`src/rtl/inst_decode_rf.sv`:
```
// Decode/register-file stage for a subset of R-type instructions: issues operands to an
// external combinational ALU and writes the result back through a three-state serial FSM.
module inst_decode_rf (
  input  logic        clk,
  input  logic        rst,
  input  logic        inst_valid,
  output logic        inst_ready,
  input  logic [31:0] instr,
  output logic [31:0] Src1,
  output logic [31:0] Src2,
  output logic [4:0]  Shamt,
  output logic [5:0]  Funct,
  input  logic [31:0] alu_result,
  output logic        issue_valid,
  output logic        illegal,
  input  logic [4:0]  dbg_addr,
  output logic [31:0] dbg_data,
  output logic [15:0] retire_cnt
);

  localparam logic [5:0] FnAddu = 6'b001011;
  localparam logic [5:0] FnSubu = 6'b001101;
  localparam logic [5:0] FnAnd  = 6'b010010;
  localparam logic [5:0] FnSll  = 6'b100110;

  typedef enum logic [1:0] {StIdle, StIssue, StWb} state_e;

  state_e      state_q, state_d;
  logic [31:0] rf_q [32];
  logic [4:0]  rd_q;
  logic [31:0] wb_data_q;

  logic [5:0]  op, funct;
  logic [4:0]  rs, rt, rd, shamt;
  logic        accept, legal, is_sll;
  logic [31:0] rs_val, rt_val;

  assign op    = instr[31:26];
  assign rs    = instr[25:21];
  assign rt    = instr[20:16];
  assign rd    = instr[15:11];
  assign shamt = instr[10:6];
  assign funct = instr[5:0];

  always_comb begin
    legal  = 1'b0;
    is_sll = (funct == FnSll);
    if (op == 6'b000000) begin
      unique case (funct)
        FnAddu, FnSubu, FnAnd, FnSll: legal = 1'b1;
        default:                      legal = 1'b0;
      endcase
    end
  end

  // R0 is never written, but the read ports force zero so it cannot leak anything.
  assign rs_val   = (rs == 5'd0) ? 32'd0 : rf_q[rs];
  assign rt_val   = (rt == 5'd0) ? 32'd0 : rf_q[rt];
  assign dbg_data = (dbg_addr == 5'd0) ? 32'd0 : rf_q[dbg_addr];

  always_comb begin
    state_d    = state_q;
    inst_ready = (state_q == StIdle);
    accept     = inst_ready && inst_valid;
    unique case (state_q)
      StIdle:  if (accept && legal) state_d = StIssue;
      StIssue: state_d = StWb;
      StWb:    state_d = StIdle;
      default: state_d = StIdle;
    endcase
  end

  always_ff @(posedge clk or posedge rst) begin
    if (rst) begin
      state_q <= StIdle;
    end else begin
      state_q <= state_d;
    end
  end

  // Funct and issue_valid are only set for the single ISSUE cycle; operands hold.
  always_ff @(posedge clk or posedge rst) begin
    if (rst) begin
      Src1        <= 32'd0;
      Src2        <= 32'd0;
      Shamt       <= 5'd0;
      Funct       <= 6'd0;
      issue_valid <= 1'b0;
      illegal     <= 1'b0;
      rd_q        <= 5'd0;
      wb_data_q   <= 32'd0;
      retire_cnt  <= 16'd0;
    end else begin
      Funct       <= 6'd0;
      issue_valid <= 1'b0;
      illegal     <= 1'b0;
      if (accept) begin
        if (legal) begin
          Src1        <= is_sll ? rt_val : rs_val;
          Src2        <= is_sll ? 32'd0 : rt_val;
          Shamt       <= shamt;
          Funct       <= funct;
          rd_q        <= rd;
          issue_valid <= 1'b1;
        end else begin
          illegal <= 1'b1;
        end
      end
      if (state_q == StIssue) wb_data_q <= alu_result;
      if (state_q == StWb) retire_cnt <= retire_cnt + 16'd1;
    end
  end

  always_ff @(posedge clk or posedge rst) begin
    if (rst) begin
      for (int i = 0; i < 32; i++) rf_q[i] <= 32'd0;
    end else if (state_q == StWb && rd_q != 5'd0) begin
      rf_q[rd_q] <= wb_data_q;
    end
  end

endmodule

```
`config.mk`:
```
export PLATFORM = sky130hd
export DESIGN_NAME = inst_decode_rf
export DESIGN_NICKNAME = d
export VERILOG_FILES = /design/src/rtl/inst_decode_rf.sv
export SDC_FILE = /design/constraint.sdc
export NUM_CORES = 2
export LEC_CHECK = 0
export ABC_AREA = 0
export CORE_MARGIN = 10
export CORE_UTILIZATION = 45
export DETAILED_ROUTE_END_ITERATION = 8
export GPL_TIMING_DRIVEN = 0
export PLACE_DENSITY = 0.7
export SYNTH_ARGS = -nofsm -noshare
export SYNTH_HDL_FRONTEND = slang
export SYNTH_SLANG_ARGS = --single-unit
```
`constraint.sdc`:
```
create_clock -name clk -period 48.2 [get_ports clk]
set_input_delay 14.46 -clock clk [delete_from_list [all_inputs] [get_ports clk]]
set_output_delay 14.46 -clock clk [all_outputs]
set_load 0.01 [all_outputs]
```
Word level (Yosys, flattened, before mapping)
Index checks and enable logic that the tools add are counted.
- register bits after elaboration: 1156
- bits in latches: 0
- bits in writable memories: 0
- bits in read-only memories: 0
- output and inout bits: 126
- memories: 0
- add/sub/neg operators: 1
- multipliers: 0
- div/mod/pow operators: 0
- magnitude comparators: 5
- equal/unequal tests: 7
- shift-type cells: 0
- mux-type cells: 27
- bitwise logic cells: 4
- reduce and logical (&&, ||, !) cells: 12
- operators with widths (operator ; count):
    $bwmux W1024 ; 1
    $bmux W32 S5 ; 3
    $mux W32 ; 12
    $demux W32 S5 ; 1
    $ge A6 B6 Y1 const B ; 4
    $not A5 Y6 ; 4
    $add A16 B1 Y16 const B ; 1
    $logic_not A5 Y1 ; 3
    $eq A6 B4 Y1 const B ; 2
    $mux W6 ; 2
    $eq A6 B5 Y1 const B ; 1
    $eq A6 B6 Y1 const B ; 1
    $logic_not A6 Y1 ; 1
    $lt A6 B1 Y1 const B ; 1
    $mux W1 ; 6
    $reduce_bool A5 Y1 ; 1
    $logic_and A1 B1 Y1 ; 4
    $pmux W2 S2 ; 1
    $reduce_or A4 Y1 ; 1
    $eq A2 B1 Y1 const B ; 1
    $eq A2 B2 Y1 const B ; 1
    $logic_not A2 Y1 ; 1
    $mux W2 ; 1
    $ne A2 B1 Y1 const B ; 1
    $reduce_and A2 Y1 ; 1

Depth between registers and ports, before layout
- depth in word-level cells: 7
- mapped depth: 9

Worst setup path before layout
No wires, ideal clock.
- path kind: input-to-output
- from: in dbg_addr[0]
- to: out dbg_data[10]
- arrival: 16.315 ns
- setup slack: 17.425 ns
- stages on the path: 6
- path buffers: 2
- cell sequence: buf_2 -> clkbuf_1 -> mux4_2 -> mux4_2 -> mux2i_1 -> nor2_1
- longest elaborated chain between the ends: 5
- elaborated cells between the ends (all ways): 6
- classes of those cells: 4 x mux; 1 x bitwise; 1 x reduce/logical
- ends and longest elaborated chain (what ; RTL line ; RTL):
    start, declared ; 16 ; input logic [4:0] dbg_addr,
    $not A5 Y6 (implied by the code) ; 59 ; assign dbg_data = (dbg_addr == 5'd0) ? 32'd0 : rf_q[dbg_addr];
    $bmux W32 S5 ; 59 ;
    $mux W32 (implied by the code) (2 in a row) ; 59 ;
    $mux W32 * ; 59 ;
    end, declared ; 17 ; output logic [31:0] dbg_data,
Every way passes the cells marked *; elsewhere a longest branch is shown, timed or not. The select of a mux whose other input is x is not followed.

Worst setup path after layout
- from: in dbg_addr[1]
- to: out dbg_data[11]
Same word-level chain as after synthesis.

==> run summary <==
post-DR wirelength/cell: 40.91 um
Worst R2R Start: state_q[0]$_DFFE_PP0P_
DP Cell Count: 7166
final hold vios: 0
gr busiest metal: met2
Worst Skew: 0.02734 ns
Crit path largest cell delay: 1.06 ns
cell family with most CP delay: buffers and inverters
DP Area: 73270 sq um
status: finished with violations
met2 Use GR: 48.22%
share of layout cells above drive strength 1: 38.85%
Yosys warning count: 0
startpoint type of the worst setup path: input port
Max Cap Violations: 21
Final Instance Count excl. Fillers: 7408
hold_sp: retire_cnt[15]$_DFFE_PP0N_
measured slew at the worst slew-check pin: 1.725 ns
Post-CTS Setup Repair Bufs: 0
number of global-route vias before repair: 53.08k
Clock transition at path regs: 0.05 ns
Cells on Worst Hold Path: 1
Post-synth EDFFs: 0
met3 Use GR: 17.71%
Vias: 54.16k
unrepaired setup endpoints after global routing: no
worst setup path class: input port to output port
CTS tree: built
Crit. End Element: output port
most frequent cell on the critical path: clkbuf_1
Starting Density: 45.17%
root buffer cell: clkbuf_16
final WL: 303100 um
VDD IR max: 33.16 uV
period utilization: 69.82%
Cell Rows: 143
crit-path cells: clkbuf_1 -> clkbuf_1 -> clkbuf_1 -> mux4_2 -> mux4_2 -> mux2i_1 -> nor2_1 -> clkdlybuf4s50_1
H-tree Lvls: 4
synthesized instance count: 4935
initial drt markers: 8711
Clock Power Share: 45.7%
Hold Buf Count CTS: 0
CP max-delay cell: clkbuf_1
drt drc: 19
CP Max Fanout: 10
commonest non-fill, non-tap cells in the layout: dfrtp_1, mux2_2, mux2i_1, mux4_2, clkbuf_1
combinational share of power: 10.9%
Die Width: 410.3 um
P_sw: 0.6277 mW
GR Util met1: 41.30%
Vias/cell: 7.310
DP HPWL: 206000 um
Nets: 5345
FF+latch count, synth: 1156
commonest non-fill, non-tap cell in the layout: dfrtp_1
GR Overflow Total: 0
crit path time final: 33.65 ns
Clk Latency, worst-skew pair: 0.82 ns
Post-Syn Area: 68540 sq um
IO Pins: 198
worst reg2reg path depth: 7
P&R area growth vs syn: 13.23%
Pwr per Cell Area: 29.07 nW/um^2
initial antenna violation count: 11
reg-to-reg endpoint: Src1[13]$_DFFE_PP0P_
Switching Share: 27.82%
Leakage: 35.46 nW
area of the core: 151700 sq um
post_cts resized: 0
Inserted Clock Buffers: 132
internal power: 1.628 mW
Die Ht: 410.3 um
main flop type after synthesis: dfrtp_1
maximum buffer depth of the clock tree: 3
hold_ws: 0.4674 ns
Slew Limit Fails: 204
Hold Path Class: register to register
TritonRoute pass-1 iters: 9
clock sinks: 1156
Max-slew headroom: -14.97%
Final TNS setup: 0 ns
Reg power frac: 43.4%
# setup viols final: 0
Worst Path Arrival: 19.19 ns
ANT nets after route: 0
library cells used by synthesis: 56
gpl congestion: 1.032
register area share after synthesis: 42.21%
pin count of the biggest net entering global routing: 131
Worst Path Required: 33.74 ns
fmax: 29.71 MHz
Mapped Nets: 5008
finished layout cell area: 77610 sq um
area of the die: 168300 sq um
Mean Syn Cell Area: 13.89 sq um
first-pass GRT wire length: 414800 um
WP buf/inv: 4
total track usage: 34.93%
PortBufs: 191
async set-reset flop share out of synthesis: 100.0%
failing checks: design-rule violations, max-capacitance violations, max-slew violations
flop2flop setup slack: 44.27 ns
sink of the worst hold path: retire_cnt[15]$_DFFE_PP0N_
-- cell type report --
| class | count | area, sq um |
|---|---|---|
| Clock inverter | 35 | 375.4 |
| Tap cell | 2030 | 2540 |
| Timing Repair Buffer | 203 | 2205 |
| Inverter | 4 | 22.52 |
| Buffer | 560 | 2511 |
| Fill cell | 13056 | 74120 |
| Multi-Input combinational cell | 3215 | 37100 |
| Antenna cell | 11 | 27.53 |
| Sequential cell | 1156 | 28930 |
| Clock buffer | 194 | 3892 |
-- worst max-delay path by stage --
stage	to	slack, ns	start	depth (start not counted)
detailed placement	dbg_data[11]	14.92	dbg_addr[1]	8
finish	dbg_data[11]	14.55	dbg_addr[1]	8
floorplan	Funct[0]$_DFF_PP0_	1.18	rst	1
global placement	rf_q[326]$_DFFE_PP0P_	-12.36	rst	2
global route	dbg_data[11]	14.78	dbg_addr[1]	8
CTS	dbg_data[11]	14.90	dbg_addr[1]	8
-- Yosys cell counts (all sizes together), types with 2 or more instances --
library cell,number,area [sq um]
a2111oi,29,429.2
a211oi,2,15.01
a21boi,30,225.2
a21oi,93,465.5
a221o,32,320.3
a221oi,32,455.4
a22o,34,297.8
a22oi,194,1456
a2bb2oi,30,262.8
and2,5,31.28
and3,10,62.56
buf,263,1371
clkbuf,297,1122
dfrtp,1156,28930
inv,4,15.01
mux2,1097,12350
mux2i,666,6666
mux4,515,11670
nand2,122,457.9
nand2b,3,18.77
nand3,135,675.7
nand3b,4,30.03
nand4,35,219.0
nand4b,4,35.03
nor2,58,217.7
nor2b,8,50.05
nor3,5,41.29
nor3b,3,22.52
nor4,7,58.81
nor4bb,2,20.02
o221ai,31,271.5
or2,2,12.51
or3b,2,17.52
xnor2,13,113.9
xor2,2,17.52
-- power groups by stage --
stage               clock [mW]  sequential [mW]  combinational [mW]
floorplan                    0            0.998               0.121
global placement             0            0.999               0.226
detailed placement           0            0.996               0.230
CTS                       1.03            0.979               0.231
global route              1.06            0.979               0.244
finish                    1.03            0.979               0.245
-- sequential cells by signal (all words and copies together) (netlist names) --
register     cells
rd_q             5
Shamt            5
retire_cnt      16
state_q          2
illegal          1
Funct            6
issue_valid      1
Src1            32
rf_q          1024
Src2            32
wb_data_q       32
-- per-stage QoR --
step	util (%)	power, mW	worst slack, ns
final	51.15	2.256	14.55
after global routing	51.13	2.285	14.78
after CTS	51.10	2.235	14.90
after detailed placement	48.29	1.227	14.92
after global placement	48.11	1.225	-12.36
after floorplan	-	1.119	1.181
-- logic make-up (layout without fill, tap and decap cells) --
kind of cell               count (synthesis)  count (layout)  share of synthesized area, %
and+or+nand+nor                          409             409                         2.921
adders and majority gates                  1               1                       0.01825
DFF                                     1156            1156                         42.21
AOI/OAI and AO/OA                        512             512                         6.229
muxes                                   2278            2278                         44.78
buffers and inverters                    564             996                         3.660
xor gates and xnor gates                  15              15                        0.1917
other                                      0              11                             0
-- layer usage --
layer	vias to the layer above	share of wire [%]	wire length [um]
met5	-	0.35	1053
met1	27781	35	105500
met4	34	8.8	26690
met2	4936	41	123900
met3	1468	15	46000
li1	19937	-	-
No activity file was read; power rests on OpenSTA's default activity.
